`src/rtl/pwm_pkg.sv`:
```
// pwm_pkg: shared mode encodings and default widths for the PWM timebase.
// Imported by pwm_timebase_if, pwm_prescaler and pwm_timebase.
// Mode 2'b11 has no constant; consumers treat it the same as MODE_UP.
package pwm_pkg;

  localparam logic [1:0] MODE_UP     = 2'b00;
  localparam logic [1:0] MODE_DOWN   = 2'b01;
  localparam logic [1:0] MODE_UPDOWN = 2'b10;

  localparam int PWM_CNT_W = 16;
  localparam int PWM_PSC_W = 8;

endpackage

```
`src/rtl/pwm_timebase_if.sv`:
```
// pwm_timebase_if: configuration inputs and timebase outputs of pwm_timebase.
// master: register file / consumer side (drives en, count_reset, mode, period, prescale).
// slave:  the timebase (drives count_val, dir, tick, ovf, unf).
interface pwm_timebase_if
  import pwm_pkg::*;
#(
  parameter int CNT_W = PWM_CNT_W,
  parameter int PSC_W = PWM_PSC_W
);

  logic             en;
  logic             count_reset;
  logic [1:0]       mode;
  logic [CNT_W-1:0] period;
  logic [PSC_W-1:0] prescale;
  logic [CNT_W-1:0] count_val;
  logic             dir;
  logic             tick;
  logic             ovf;
  logic             unf;

  modport master (
    output en, count_reset, mode, period, prescale,
    input  count_val, dir, tick, ovf, unf
  );

  modport slave (
    input  en, count_reset, mode, period, prescale,
    output count_val, dir, tick, ovf, unf
  );

endinterface

```
`src/rtl/pwm_prescaler.sv`:
```
// pwm_prescaler: linear prescaler, tick once every psc_act+1 enabled clocks.
// Ports: clk, rst_n (async, active-low), en, count_reset (sync clear), psc_act -> tick.
// tick is combinational from en and the registered prescale count.
module pwm_prescaler
  import pwm_pkg::*;
#(
  parameter int PSC_W = PWM_PSC_W
) (
  input  logic             clk,
  input  logic             rst_n,
  input  logic             en,
  input  logic             count_reset,
  input  logic [PSC_W-1:0] psc_act,
  output logic             tick
);

  logic [PSC_W-1:0] psc_cnt;

  assign tick = en && (psc_cnt == psc_act);

  // If psc_act drops below psc_cnt the count runs on and wraps through zero.
  always_ff @(posedge clk or negedge rst_n) begin
    if (!rst_n) begin
      psc_cnt <= '0;
    end else if (count_reset) begin
      psc_cnt <= '0;
    end else if (en) begin
      psc_cnt <= tick ? '0 : psc_cnt + 1'b1;
    end
  end

endmodule

```
`src/rtl/pwm_timebase.sv`:
```
// pwm_timebase: PWM counter with up / down / center-aligned modes, boundary pulses.
// Ports: clk, rst_n (async, active-low), bus (pwm_timebase_if.slave).
// Optional PWM_TIMEBASE_SHADOW_EN: period/prescale shadowed, reloaded at boundaries.
module pwm_timebase
  import pwm_pkg::*;
#(
  parameter int CNT_W = PWM_CNT_W,
  parameter int PSC_W = PWM_PSC_W
) (
  input  logic           clk,
  input  logic           rst_n,
  pwm_timebase_if.slave  bus
);

  logic [CNT_W-1:0] per_act;
  logic [PSC_W-1:0] psc_act;
  logic [CNT_W-1:0] count_q;
  logic [CNT_W-1:0] count_nxt;
  logic             dir_q;
  logic             dir_nxt;
  logic             ovf_q;
  logic             unf_q;
  logic             ovf_nxt;
  logic             unf_nxt;
  logic             tick;
  logic             mode_ud;

  assign mode_ud = (bus.mode == MODE_UPDOWN);

  pwm_prescaler #(.PSC_W(PSC_W)) u_prescaler (
    .clk         (clk),
    .rst_n       (rst_n),
    .en          (bus.en),
    .count_reset (bus.count_reset),
    .psc_act     (psc_act),
    .tick        (tick)
  );

  // Next count / direction / events for a tick. Outside up-down the stored
  // direction is pinned to 1 so that entering up-down always starts upward.
  always_comb begin
    count_nxt = count_q;
    dir_nxt   = mode_ud ? dir_q : 1'b1;
    ovf_nxt   = 1'b0;
    unf_nxt   = 1'b0;
    if (tick) begin
      case (bus.mode)
        MODE_DOWN: begin
          if (count_q == '0) begin
            count_nxt = per_act;
            unf_nxt   = 1'b1;
          end else begin
            count_nxt = count_q - 1'b1;
          end
        end
        MODE_UPDOWN: begin
          if (per_act == '0) begin
            // Degenerate period: hold at 0, report the top boundary each tick.
            count_nxt = '0;
            dir_nxt   = 1'b1;
            ovf_nxt   = 1'b1;
          end else if (dir_q) begin
            if (count_q >= per_act) begin
              count_nxt = per_act - 1'b1;
              dir_nxt   = 1'b0;
              ovf_nxt   = 1'b1;
            end else begin
              count_nxt = count_q + 1'b1;
            end
          end else begin
            if (count_q == '0) begin
              count_nxt = CNT_W'(1);
              dir_nxt   = 1'b1;
              unf_nxt   = 1'b1;
            end else begin
              count_nxt = count_q - 1'b1;
            end
          end
        end
        default: begin
          // MODE_UP and the unused encoding 2'b11.
          if (count_q >= per_act) begin
            count_nxt = '0;
            ovf_nxt   = 1'b1;
          end else begin
            count_nxt = count_q + 1'b1;
          end
        end
      endcase
    end
  end

  always_ff @(posedge clk or negedge rst_n) begin
    if (!rst_n) begin
      count_q <= '0;
      dir_q   <= 1'b1;
      ovf_q   <= 1'b0;
      unf_q   <= 1'b0;
    end else if (bus.count_reset) begin
      count_q <= '0;
      dir_q   <= 1'b1;
      ovf_q   <= 1'b0;
      unf_q   <= 1'b0;
    end else begin
      count_q <= count_nxt;
      dir_q   <= dir_nxt;
      ovf_q   <= ovf_nxt;
      unf_q   <= unf_nxt;
    end
  end

`ifdef PWM_TIMEBASE_SHADOW_EN
  // Center-aligned reloads only at the bottom so both halves of a period
  // use the same top value.
  logic boundary_load;
  assign boundary_load = mode_ud ? unf_nxt : (ovf_nxt | unf_nxt);

  always_ff @(posedge clk or negedge rst_n) begin
    if (!rst_n) begin
      per_act <= '0;
      psc_act <= '0;
    end else if (!bus.en || bus.count_reset || boundary_load) begin
      per_act <= bus.period;
      psc_act <= bus.prescale;
    end
  end
`else
  assign per_act = bus.period;
  assign psc_act = bus.prescale;
`endif

  assign bus.count_val = count_q;
  assign bus.dir       = mode_ud ? dir_q : 1'b1;
  assign bus.tick      = tick;
  assign bus.ovf       = ovf_q;
  assign bus.unf       = unf_q;

endmodule
```
`src/flat_wrapper.sv`:
```
// flat-port wrapper written by rule: the top's interface ports become plain ports
module pwm_timebase_flat import pwm_pkg::*;
#(
  parameter int CNT_W = PWM_CNT_W,
  parameter int PSC_W = PWM_PSC_W
)
  (clk, rst_n, bus_en, bus_count_reset, bus_mode, bus_period, bus_prescale, bus_count_val, bus_dir, bus_tick, bus_ovf, bus_unf);
  pwm_timebase_if #(.CNT_W(CNT_W), .PSC_W(PSC_W)) bus_i ();
  input  logic clk;
  input  logic rst_n;
  input wire logic [$bits(bus_i.en)-1:0] bus_en;
  input wire logic [$bits(bus_i.count_reset)-1:0] bus_count_reset;
  input wire logic [$bits(bus_i.mode)-1:0] bus_mode;
  input wire logic [$bits(bus_i.period)-1:0] bus_period;
  input wire logic [$bits(bus_i.prescale)-1:0] bus_prescale;
  output wire logic [$bits(bus_i.count_val)-1:0] bus_count_val;
  output wire logic [$bits(bus_i.dir)-1:0] bus_dir;
  output wire logic [$bits(bus_i.tick)-1:0] bus_tick;
  output wire logic [$bits(bus_i.ovf)-1:0] bus_ovf;
  output wire logic [$bits(bus_i.unf)-1:0] bus_unf;
  assign bus_i.en = bus_en;
  assign bus_i.count_reset = bus_count_reset;
  assign bus_i.mode = bus_mode;
  assign bus_i.period = bus_period;
  assign bus_i.prescale = bus_prescale;
  assign bus_count_val = bus_i.count_val;
  assign bus_dir = bus_i.dir;
  assign bus_tick = bus_i.tick;
  assign bus_ovf = bus_i.ovf;
  assign bus_unf = bus_i.unf;
  pwm_timebase #(.CNT_W(CNT_W), .PSC_W(PSC_W)) u_core (.clk(clk), .rst_n(rst_n), .bus(bus_i));
endmodule
```
`config.mk`:
```
export PLATFORM = sky130hd
export DESIGN_NAME = pwm_timebase_flat
export DESIGN_NICKNAME = d
export VERILOG_FILES = /design/src/rtl/pwm_pkg.sv /design/src/rtl/pwm_timebase_if.sv /design/src/rtl/pwm_prescaler.sv /design/src/rtl/pwm_timebase.sv /design/src/flat_wrapper.sv
export SDC_FILE = /design/constraint.sdc
export NUM_CORES = 1
export LEC_CHECK = 0
export ABC_CLOCK_PERIOD_IN_PS = 6990
export CAP_MARGIN = 20
export CELL_PAD_IN_SITES_DETAIL_PLACEMENT = 1
export CELL_PAD_IN_SITES_GLOBAL_PLACEMENT = 2
export CORE_UTILIZATION = 35
export CTS_CLUSTER_SIZE = 10
export DETAILED_ROUTE_END_ITERATION = 12
export PLACE_DENSITY = 0.9
export SLEW_MARGIN = 30
export SYNTH_ARGS = -nofsm -noshare
export SYNTH_HDL_FRONTEND = slang
export SYNTH_SLANG_ARGS = --single-unit
```
`constraint.sdc`:
```
create_clock -name clk -period 6.99 [get_ports clk]
set_clock_uncertainty 0.2 [all_clocks]
set_input_delay 0.699 -clock clk [delete_from_list [all_inputs] [get_ports clk]]
set_output_delay 0.699 -clock clk [all_outputs]
set_load 0.1 [all_outputs]
```
Word-level counts from Yosys, hierarchy flattened
Index checks and enable logic that the tools add are counted.
- $add $sub $neg: 4
- magnitude comparators: 1
- equality and inequality tests: 3
- muxes and demuxes: 32
- reductions and logical operators: 5
- operators with widths (operator ; number):
    16-bit 2-to-1 mux ; 8
    16-bit zero test ; 2
    16-bit one-hot mux with 2 select lines ; 1
    16-bit by 1-bit subtractor with 16-bit output (second input constant) ; 2
    8-bit 2-to-1 mux ; 3
    1-bit 2-to-1 mux ; 18
    16-bit by 1-bit adder with 16-bit output (second input constant) ; 1
    16-bit greater-or-equal comparator ; 1
    8-bit by 1-bit adder with 8-bit output (second input constant) ; 1
    8-bit == test ; 1
    1-bit one-hot mux with 2 select lines ; 2
    2-bit nonzero test ; 2
    2-bit by 1-bit == test with 1-bit output (second input constant) ; 1
    2-bit == test (second input constant) ; 1
    1-bit logical AND ; 1
- register bits: 27
- input bits: 30
- logic and storage cells: 50

Logic depth before layout (Yosys ltp)
Gate-level depths: netlist of run 1.
- depth after elaboration: 8
- depth in mapped cells: 11

Hierarchy
From an unflattened synthesis of run 1, not the netlist that was laid out.
- cells, all modules: 472
- area, all modules: 3634.7 um2
- modules (own cells, without submodules) (module ; times used ; cells each ; area each (um2)):
    pwm_timebase ; 1 ; 420 ; 3101.7
    pwm_prescaler ; 1 ; 52 ; 533.0

Worst setup path after synthesis of run 1
Ideal clock, no wire load.
- path kind: register to register
- from: reg u_core.count_q[0] (netlist: u_core.bus.count_val[0])
- to: reg u_core.count_q[5] (netlist: u_core.bus.count_val[5])
- arrival time: 3021 ps
- slack: 3674 ps
- stages on the path, launching flop included: 11
- clock period less this slack: 3316 ps
- path through: dfrtp_1 inv_1 ha_1 a31oi_1 nor2b_1 o311ai_1 and3_1 buf_2 mux2_2 o311a_1 o31ai_1
- cells in the longest elaborated chain, start to end: 7
- elaborated cells between the ends (all ways): 13
- those cells by class: add/sub (2); order compare (1); mux (9); reduce/logical (1)
- ends and longest elaborated chain (item ; RTL line ; RTL):
    start, declared ; pwm_timebase.sv:17 ; logic [CNT_W-1:0] count_q;
    start signal, assigned ; pwm_timebase.sv:105 ; count_q <= count_nxt;
    16-bit by 1-bit subtractor with 16-bit output (tied with other cells) ; pwm_timebase.sv:53, pwm_timebase.sv:76 ;
    16-bit 2-to-1 mux, on equally long branches ; pwm_timebase.sv:71, pwm_timebase.sv:63 ;
    16-bit 2-to-1 mux ; pwm_timebase.sv:62 ; end else if (dir_q) begin
    16-bit 2-to-1 mux ; pwm_timebase.sv:57 ; if (per_act == '0) begin
    16-bit one-hot mux with 2 select lines * ; pwm_timebase.sv:47 ; case (bus.mode)
    16-bit 2-to-1 mux * ; pwm_timebase.sv:46 ; if (tick) begin
    16-bit 2-to-1 mux * ; pwm_timebase.sv:99 ; end else if (bus.count_reset) begin
Every way passes the cells marked *; elsewhere a longest branch is shown, timed or not. The select of a mux whose other input is x is not followed.
A chain may end at the register's enable or synchronous reset.

Worst setup path after layout of run 1
- from: in bus_prescale[6]
- to: out bus_tick
- cells in the longest elaborated chain, start to end: 2
- ends and longest elaborated chain (item ; RTL line ; RTL):
    start, declared ; flat_wrapper.sv:15 ; input wire logic [$bits(bus_i.prescale)-1:0] bus_prescale;
    8-bit == test ; pwm_prescaler.sv:19 ; assign tick = en && (psc_cnt == psc_act);
    1-bit logical AND ; pwm_prescaler.sv:19 ;
    end, declared ; flat_wrapper.sv:18 ; output wire logic [$bits(bus_i.tick)-1:0] bus_tick;
Every way passes these cells.

==> out/metrics.cfg, run 1 <==
[outcome]
status = finished, final reports clean

[logic_synthesis]
async_flop_share = 1.00
syn_avg_cell_area_sq_um = 7.52
yosys.area_share.simple = 0.305
yosysWarnings = 0
ys_seq_area_frac = 0.186
synth_top_family_by_area = simple AND/OR/NAND/NOR gates
dominantRegCellSynth = dfrtp_1
ys_types = 68
synth_nets = 537
synth-adder-area-share = 0.0827
muxShareOfSynthArea = 0.0224
netlist_instances = 483
synth_area_sq_mm = 0.00363
synth_xor_area_frac = 0.123
ys_ff_latch = 27
synth_compound_area_frac = 0.207
synth_edf_count = 0

[clocking]
clock-sinks = 27
cts_tree = built
cts-buffers-inserted = 3
cts.reportedPaths.clkPinSlew_ns = 0.10
ctsResizeCount = 0
h-tree-depth = 1
clk_latency_ns = 0.29
cts-root-buf = clkbuf_8
cts-hold-fix-buffers = 0
post_cts_buffers = 0
cts_buffer_depth = 2

[setup_path]
cpMostUsedCell = clkdlybuf4s50_1
critPathKind = in2out
cp_data_required_time_ns = 6.09
path_depth = 6
slowest_stage = clkdlybuf4s50_1
critPathArrivalTime_ns = 3.36
cp-start-kind = input port
crit_chain = clkdlybuf4s50_1 -> xnor2_1 -> nand4_1 -> or3_1 -> inv_2 -> clkdlybuf4s50_1
cp_max_fo = 8
crit_path_max_incr_delay_ns = 1.16
cp_num_buf_inv = 3
crit_family = buffers and inverters
rr_worst_depth = 9
end_kind = primary output

[power_and_ir_drop]
peakVddDrop_mv = 0.0736
power_density_mw_per_mm2 = 82.3
total_leakage_power_nw = 1.66

[floorplan]
core_region_area_sq_mm = 0.00991
initial_core_util = 0.367
num_io_pins = 50
die_h_microns = 104
dieWidth_microns = 104
row_count = 36
die-area_sq_mm = 0.0108

[detailed_routing]
wirelength_microns = 13400
route.detailed.drc = 0
vias = 3851
ant_nets = 0
drtIter0Drc = 284
drt_pass1_iterations = 5
wl_per_cell_microns = 21.1
avgViaCountPerCell = 6.04

[layout]
drive_above_1_share = 0.0475
layout_common_cells = 49 x clkdlybuf4s50_1, 41 x nand2_1, 41 x nor2_1, 37 x xnor2_1, 28 x a21oi_1
diodes = 0
multi_input_area_sq_mm = 0.00269
fillers = 1254
final_common_cell = clkdlybuf4s50_1
regArea_sq_um = 677
synthToLayoutAreaGrowth_pct = 15.6
nets = 560

[timing]
setup_tns_ns = 0
setup_viol_count_final = 0
drv_slew = 0
max-slew-margin-rel = 0.346
fin_crit_sh = 0.609
worst_pin_slew_ns = 0.977
finalCriticalPeriod_ns = 4.26
hold_slack_ns = 0.379
hold_viol = 0
fmax_mhz = 235
rsz0062_at_grt = false

[job]
timing.max_cap.violations = 0

[grt]
antenna_found_initial = 0
grt_max_degree = 32
grt_use_total = 0.251
overflow = 0
grt_pass1_vias = 3902
grt_pass1_wl_microns = 21600

[min_path]
min_path_cells = 2
min_path_type = reg2reg

[placement]
routabilityCongestion = 0.879
dpl.hpwl_microns = 10100
io_buffers = 49

## through the flow
stage          std cells  power [mW]   util  cell area, sq um  setup WS, ns
6_report             638       0.346  0.424              4200          2.73
5_1_grt              638       0.364  0.424              4200          2.62
4_1_cts              638       0.347  0.424              4200          2.72
3_5_place_dp         634       0.253  0.419              4150          2.61
3_3_place_gp         634       0.250  0.419              4150          2.73
2_1_floorplan        483       0.208      -              3630          3.67
## flip-flops by register name (all words and copies together) (netlist names)
| name | count |
|---|---|
| u_core.bus.count_val | 16 |
| u_core.u_prescaler.psc_cnt | 8 |
| u_core.bus.unf | 1 |
| u_core.bus.ovf | 1 |
| u_core.dir_q | 1 |
## cell type report
class                   instances  share of cell area
well taps                     133              0.0396
repair buffers                 53               0.124
flip-flops and latches         27               0.161
clock inverters                 1             0.00119
inverters                      26              0.0232
multi-input cells             395               0.641
clock buffers                   3             0.00983
## kinds of logic after synthesis
kind of cell,after synthesis
muxes,8
and+or+nand+nor,202
adders and majority gates,24
xor gates and xnor gates,51
DFF,27
AOI/OAI and AO/OA,110
buffers and inverters,61
## per-layer routing
metal	wire length, microns	share of wire	track usage	vias to the layer above
met5	0	0	0	-
met4	277	0.021	0.0592	0
met3	728	0.054	0.0307	21
met2	6590	0.49	0.433	129
met1	5860	0.44	0.333	1887
li1	-	-	-	1814
## power breakdown
group / switching (mW) / internal [mW]
logic: 0.0541 / 0.0372
clock network: 0.0553 / 0.0402
registers: 0.00183 / 0.157
## cell usage after synthesis, types with 8 or more instances
library cell | n | area share
dfrtp_1 | 26 | 0.18
nand3_1 | 26 | 0.036
xnor2_1 | 37 | 0.089
nor2_1 | 42 | 0.043
inv_1 | 24 | 0.025
a21oi_1 | 28 | 0.039
a31oi_1 | 8 | 0.014
ha_1 | 24 | 0.083
nand4_1 | 16 | 0.028
o21ai_0 | 15 | 0.021
xor2_1 | 14 | 0.034
nor4_1 | 10 | 0.017
nor3_1 | 17 | 0.023
clkbuf_1 | 15 | 0.016
nand2_1 | 41 | 0.042
buf_2 | 18 | 0.025
## path summary, 6_finish.rpt
path | startpoint | to | slack [ns]
max | bus_prescale[6] | bus_tick | 2.73
min | u_core.u_prescaler.psc_cnt[7]$_DFFE_PN0P_ | u_core.u_prescaler.psc_cnt[7]$_DFFE_PN0P_ | 0.38
max reg2reg | u_core.bus.count_val[0]$_DFFE_PN0P_ | u_core.bus.count_val[5]$_DFFE_PN0P_ | 3.32
min reg2reg | u_core.u_prescaler.psc_cnt[7]$_DFFE_PN0P_ | u_core.u_prescaler.psc_cnt[7]$_DFFE_PN0P_ | 0.38
max in group asynchronous | rst_n | u_core.dir_q$_DFF_PN1_ | 5.69
min in group asynchronous | rst_n | u_core.bus.count_val[9]$_DFFE_PN0P_ | 0.59
## worst reg2reg max path: stages, from the launching register on
cell      delay (ns)
dfrtp_1         0.60
inv_1           0.21
ha_1            0.33
a31oi_1         0.15
nor2b_1         0.06
o311ai_1        0.50
and3_1          0.77
mux2_2          0.43
o311a_1         0.13
o31ai_1         0.22
Note: power is estimated with default switching activity, not from simulation.
==> inputs of run 2 (changes only) <==
--- a/config.mk
+++ b/config.mk
@@ -5,14 +5,14 @@
 export SDC_FILE = /design/constraint.sdc
 export NUM_CORES = 1
 export LEC_CHECK = 0
-export ABC_CLOCK_PERIOD_IN_PS = 6990
+export ABC_CLOCK_PERIOD_IN_PS = 4100
 export CAP_MARGIN = 20
 export CELL_PAD_IN_SITES_DETAIL_PLACEMENT = 1
 export CELL_PAD_IN_SITES_GLOBAL_PLACEMENT = 2
-export CORE_UTILIZATION = 35
+export CORE_UTILIZATION = 32
 export CTS_CLUSTER_SIZE = 10
 export DETAILED_ROUTE_END_ITERATION = 12
-export PLACE_DENSITY = 0.9
+export PLACE_DENSITY = 0.84
 export SLEW_MARGIN = 30
 export SYNTH_ARGS = -nofsm -noshare
 export SYNTH_HDL_FRONTEND = slang
==> constraint.sdc (replaced) <==
create_clock -name clk -period 4.1 [get_ports clk]
set_clock_uncertainty 0.2 [all_clocks]
set_input_delay 0.41 -clock clk [delete_from_list [all_inputs] [get_ports clk]]
set_output_delay 0.41 -clock clk [all_outputs]
set_load 0.1 [all_outputs]
==> run 2 against run 1 <==
Critical endpoint is now u_core.bus.count_val[0]$_DFFE_PN0P_. Final area rose by 2.9%. Clock power rose by 140%. Hold slack got worse by 0.045 ns. Non-clock buffer count rose by 12. Die area rose by 9.2%. Setup slack got worse by 2.1 ns. Cell count rose by 3.0%. First-iteration DRC count fell by 20%.
==> out/metrics.cfg, run 2 (synthesis results as in run 1) <==
[timing]
setup_tns_ns = 0  ; unchanged
hold_slack_ns = 0.334  ; was 0.379 ns
max-slew-margin-rel = 0.346  ; about the same
worst_pin_slew_ns = 0.979  ; was 0.977 ns
fin_crit_sh = 0.853
fmax_mhz = 286
rsz0062_at_grt = false  ; unchanged
hold_viol = 0  ; unchanged
fin_ws_ns = 0.604  ; was 2.73 ns
setup_viol_count_final = 0  ; unchanged
finalCriticalPeriod_ns = 3.50
drv_slew = 0  ; unchanged

[placement]
place_ws_ns = 0.462  ; was 2.61 ns
dpl.hpwl_microns = 10900  ; was 10100 microns
routabilityCongestion = 0.845  ; was 0.879
placed_cells_incl_taps = 653  ; was 634
io_buffers = 49  ; unchanged

[clocking]
cts_buffer_depth = 2  ; unchanged
post_cts_buffers = 0  ; unchanged
cts.reportedPaths.clkPinSlew_ns = 0.07  ; was 0.10 ns
cts-root-buf = clkbuf_16  ; was clkbuf_8
cts-hold-fix-buffers = 0  ; unchanged
cts_tree = built  ; unchanged
clock-sinks = 27  ; unchanged
clk_latency_ns = 0.27  ; was 0.29 ns
ctsResizeCount = 0  ; unchanged
cts-buffers-inserted = 3  ; unchanged
h-tree-depth = 1  ; unchanged

[detailed_routing]
wirelength_microns = 14200  ; was 13400 microns
wl_per_cell_microns = 21.6  ; was 21.1 microns
avgViaCountPerCell = 6.05  ; was 6.04
drt_pass1_iterations = 5  ; unchanged
drtIter0Drc = 227  ; was 284
vias = 3972  ; was 3851
ant_nets = 0  ; unchanged
route.detailed.drc = 0  ; unchanged

[floorplan]
initial_core_util = 0.332  ; was 0.367
core_region_area_sq_mm = 0.0109  ; was 0.00991 sq mm
die_h_microns = 109  ; was 104 microns
die-area_sq_mm = 0.0118  ; was 0.0108 sq mm
num_io_pins = 50  ; unchanged
dieWidth_microns = 109  ; was 104 microns
row_count = 38  ; was 36

[power_and_ir_drop]
share_seq_of_total_power = 0.410  ; was 0.460
total_leakage_power_nw = 1.74  ; was 1.66 nW
clkPwrFrac = 0.349  ; was 0.276
power_frac_comb = 0.241  ; was 0.264
switching_power_uw = 194  ; was 111 uW
peakVddDrop_mv = 0.133  ; was 0.0736 mV
intPower_uw = 466  ; was 234 uW
p_sw_frac = 0.294  ; was 0.322
power_density_mw_per_mm2 = 153  ; was 82.3 mW/mm^2

[layout]
drive_above_1_share = 0.0696  ; was 0.0475
layout_common_cells = 47 x clkdlybuf4s50_1, 42 x nor2_1, 41 x nand2_1, 37 x xnor2_1, 28 x a21oi_1  ; was 49 x clkdlybuf4s50_1, 41 x nand2_1, 41 x nor2_1, 37 x xnor2_1, 28 x a21oi_1
final_common_cell = clkdlybuf4s50_1  ; unchanged
final_util = 0.395  ; was 0.424
diodes = 0  ; unchanged
fillers = 1384  ; was 1254
stdcell_count = 657  ; was 638
largest_register_ffs = 16  ; unchanged
nets = 572  ; was 560
synthToLayoutAreaGrowth_pct = 19.0  ; was 15.6%

[grt]
grt_pass1_wl_microns = 22000  ; was 21600 microns
grt_max_degree = 28  ; was 32
grt_use_total = 0.245  ; was 0.251
overflow = 0  ; unchanged
antenna_found_initial = 0  ; unchanged
grt_pass1_vias = 3971  ; was 3902

[setup_path]
startpoint = bus_period[1]  ; was bus_prescale[6]
cp_num_buf_inv = 3  ; unchanged
slowest_stage = clkdlybuf4s50_1  ; unchanged
cp_max_fo = 10  ; was 8
cp-start-kind = input port  ; unchanged
crit_chain = clkdlybuf4s50_1 -> inv_1 -> ha_1 -> nor2b_1 -> o211a_1 -> o311ai_1 -> and3_1 -> buf_4 -> nor4_1 -> a2111oi_0 -> a211oi_1  ; was clkdlybuf4s50_1 -> xnor2_1 -> nand4_1 -> or3_1 -> inv_2 -> clkdlybuf4s50_1
crit_path_max_incr_delay_ns = 0.56  ; was 1.16 ns
end_kind = flop  ; was primary output
cp_data_required_time_ns = 4.03  ; was 6.09 ns
crit_family = compound AO/OA/AOI/OAI gates  ; was buffers and inverters
r2r-start = u_core.bus.count_val[1]$_DFFE_PN0P_  ; was u_core.bus.count_val[0]$_DFFE_PN0P_
critPathArrivalTime_ns = 3.42  ; was 3.36 ns
critPathKind = in2reg  ; was in2out
rrSetupSlack_ns = 0.76  ; was 3.32 ns

[outcome]
status = finished, final reports clean  ; unchanged

[job]
timing.max_cap.violations = 0  ; unchanged

[min_path]
min_path_type = in2async  ; was reg2reg

## run 2: area by class of cell
cell class	count	area, sq um	share of cell area
multi-input combinational	395	2690	0.622
sequential	27	677	0.157
timing repair buffer	65	606	0.140
tap	140	175	0.0405
inverter	26	97.6	0.0226
clock buffer	4	78.8	0.0182
## run 2: per-layer routing
metal  track usage  routed length (microns)  up-vias
met5             0                        0        -
met4        0.0560                      296        0
met3        0.0199                      539       22
met2         0.410                     6760      114
met1         0.340                     6620     1993
li1              -                        -     1843
## run 2: worst paths after layout
path | endpoint | cells after the start
max | u_core.bus.count_val[0]$_DFFE_PN0P_ | 11
min | u_core.u_prescaler.psc_cnt[7]$_DFFE_PN0P_ | 2
max reg2reg | u_core.bus.count_val[0]$_DFFE_PN0P_ | 9
min reg2reg | u_core.u_prescaler.psc_cnt[7]$_DFFE_PN0P_ | 2
max in group asynchronous | u_core.dir_q$_DFF_PN1_ | 2
min in group clk | u_core.u_prescaler.psc_cnt[7]$_DFFE_PN0P_ | 2
## run 2: stage by stage
| step | instance area (sq um) | total power, mW |
|---|---|---|
| after floorplan | 3630 | 0.355 |
| after detailed placement | 4240 | 0.434 |
| after CTS | 4320 | 0.662 |
| after global placement | 4240 | 0.431 |
| final | 4320 | 0.660 |
| after global routing | 4320 | 0.689 |
## run 2: power groups by stage
stage               Sequential (mW)  Clock, mW  Combinational [mW]
floorplan                     0.276          0              0.0795
global placement              0.276          0               0.156
detailed placement            0.276          0               0.158
CTS                           0.271      0.233               0.159
global route                  0.271      0.246               0.173
finish                        0.271      0.231               0.159
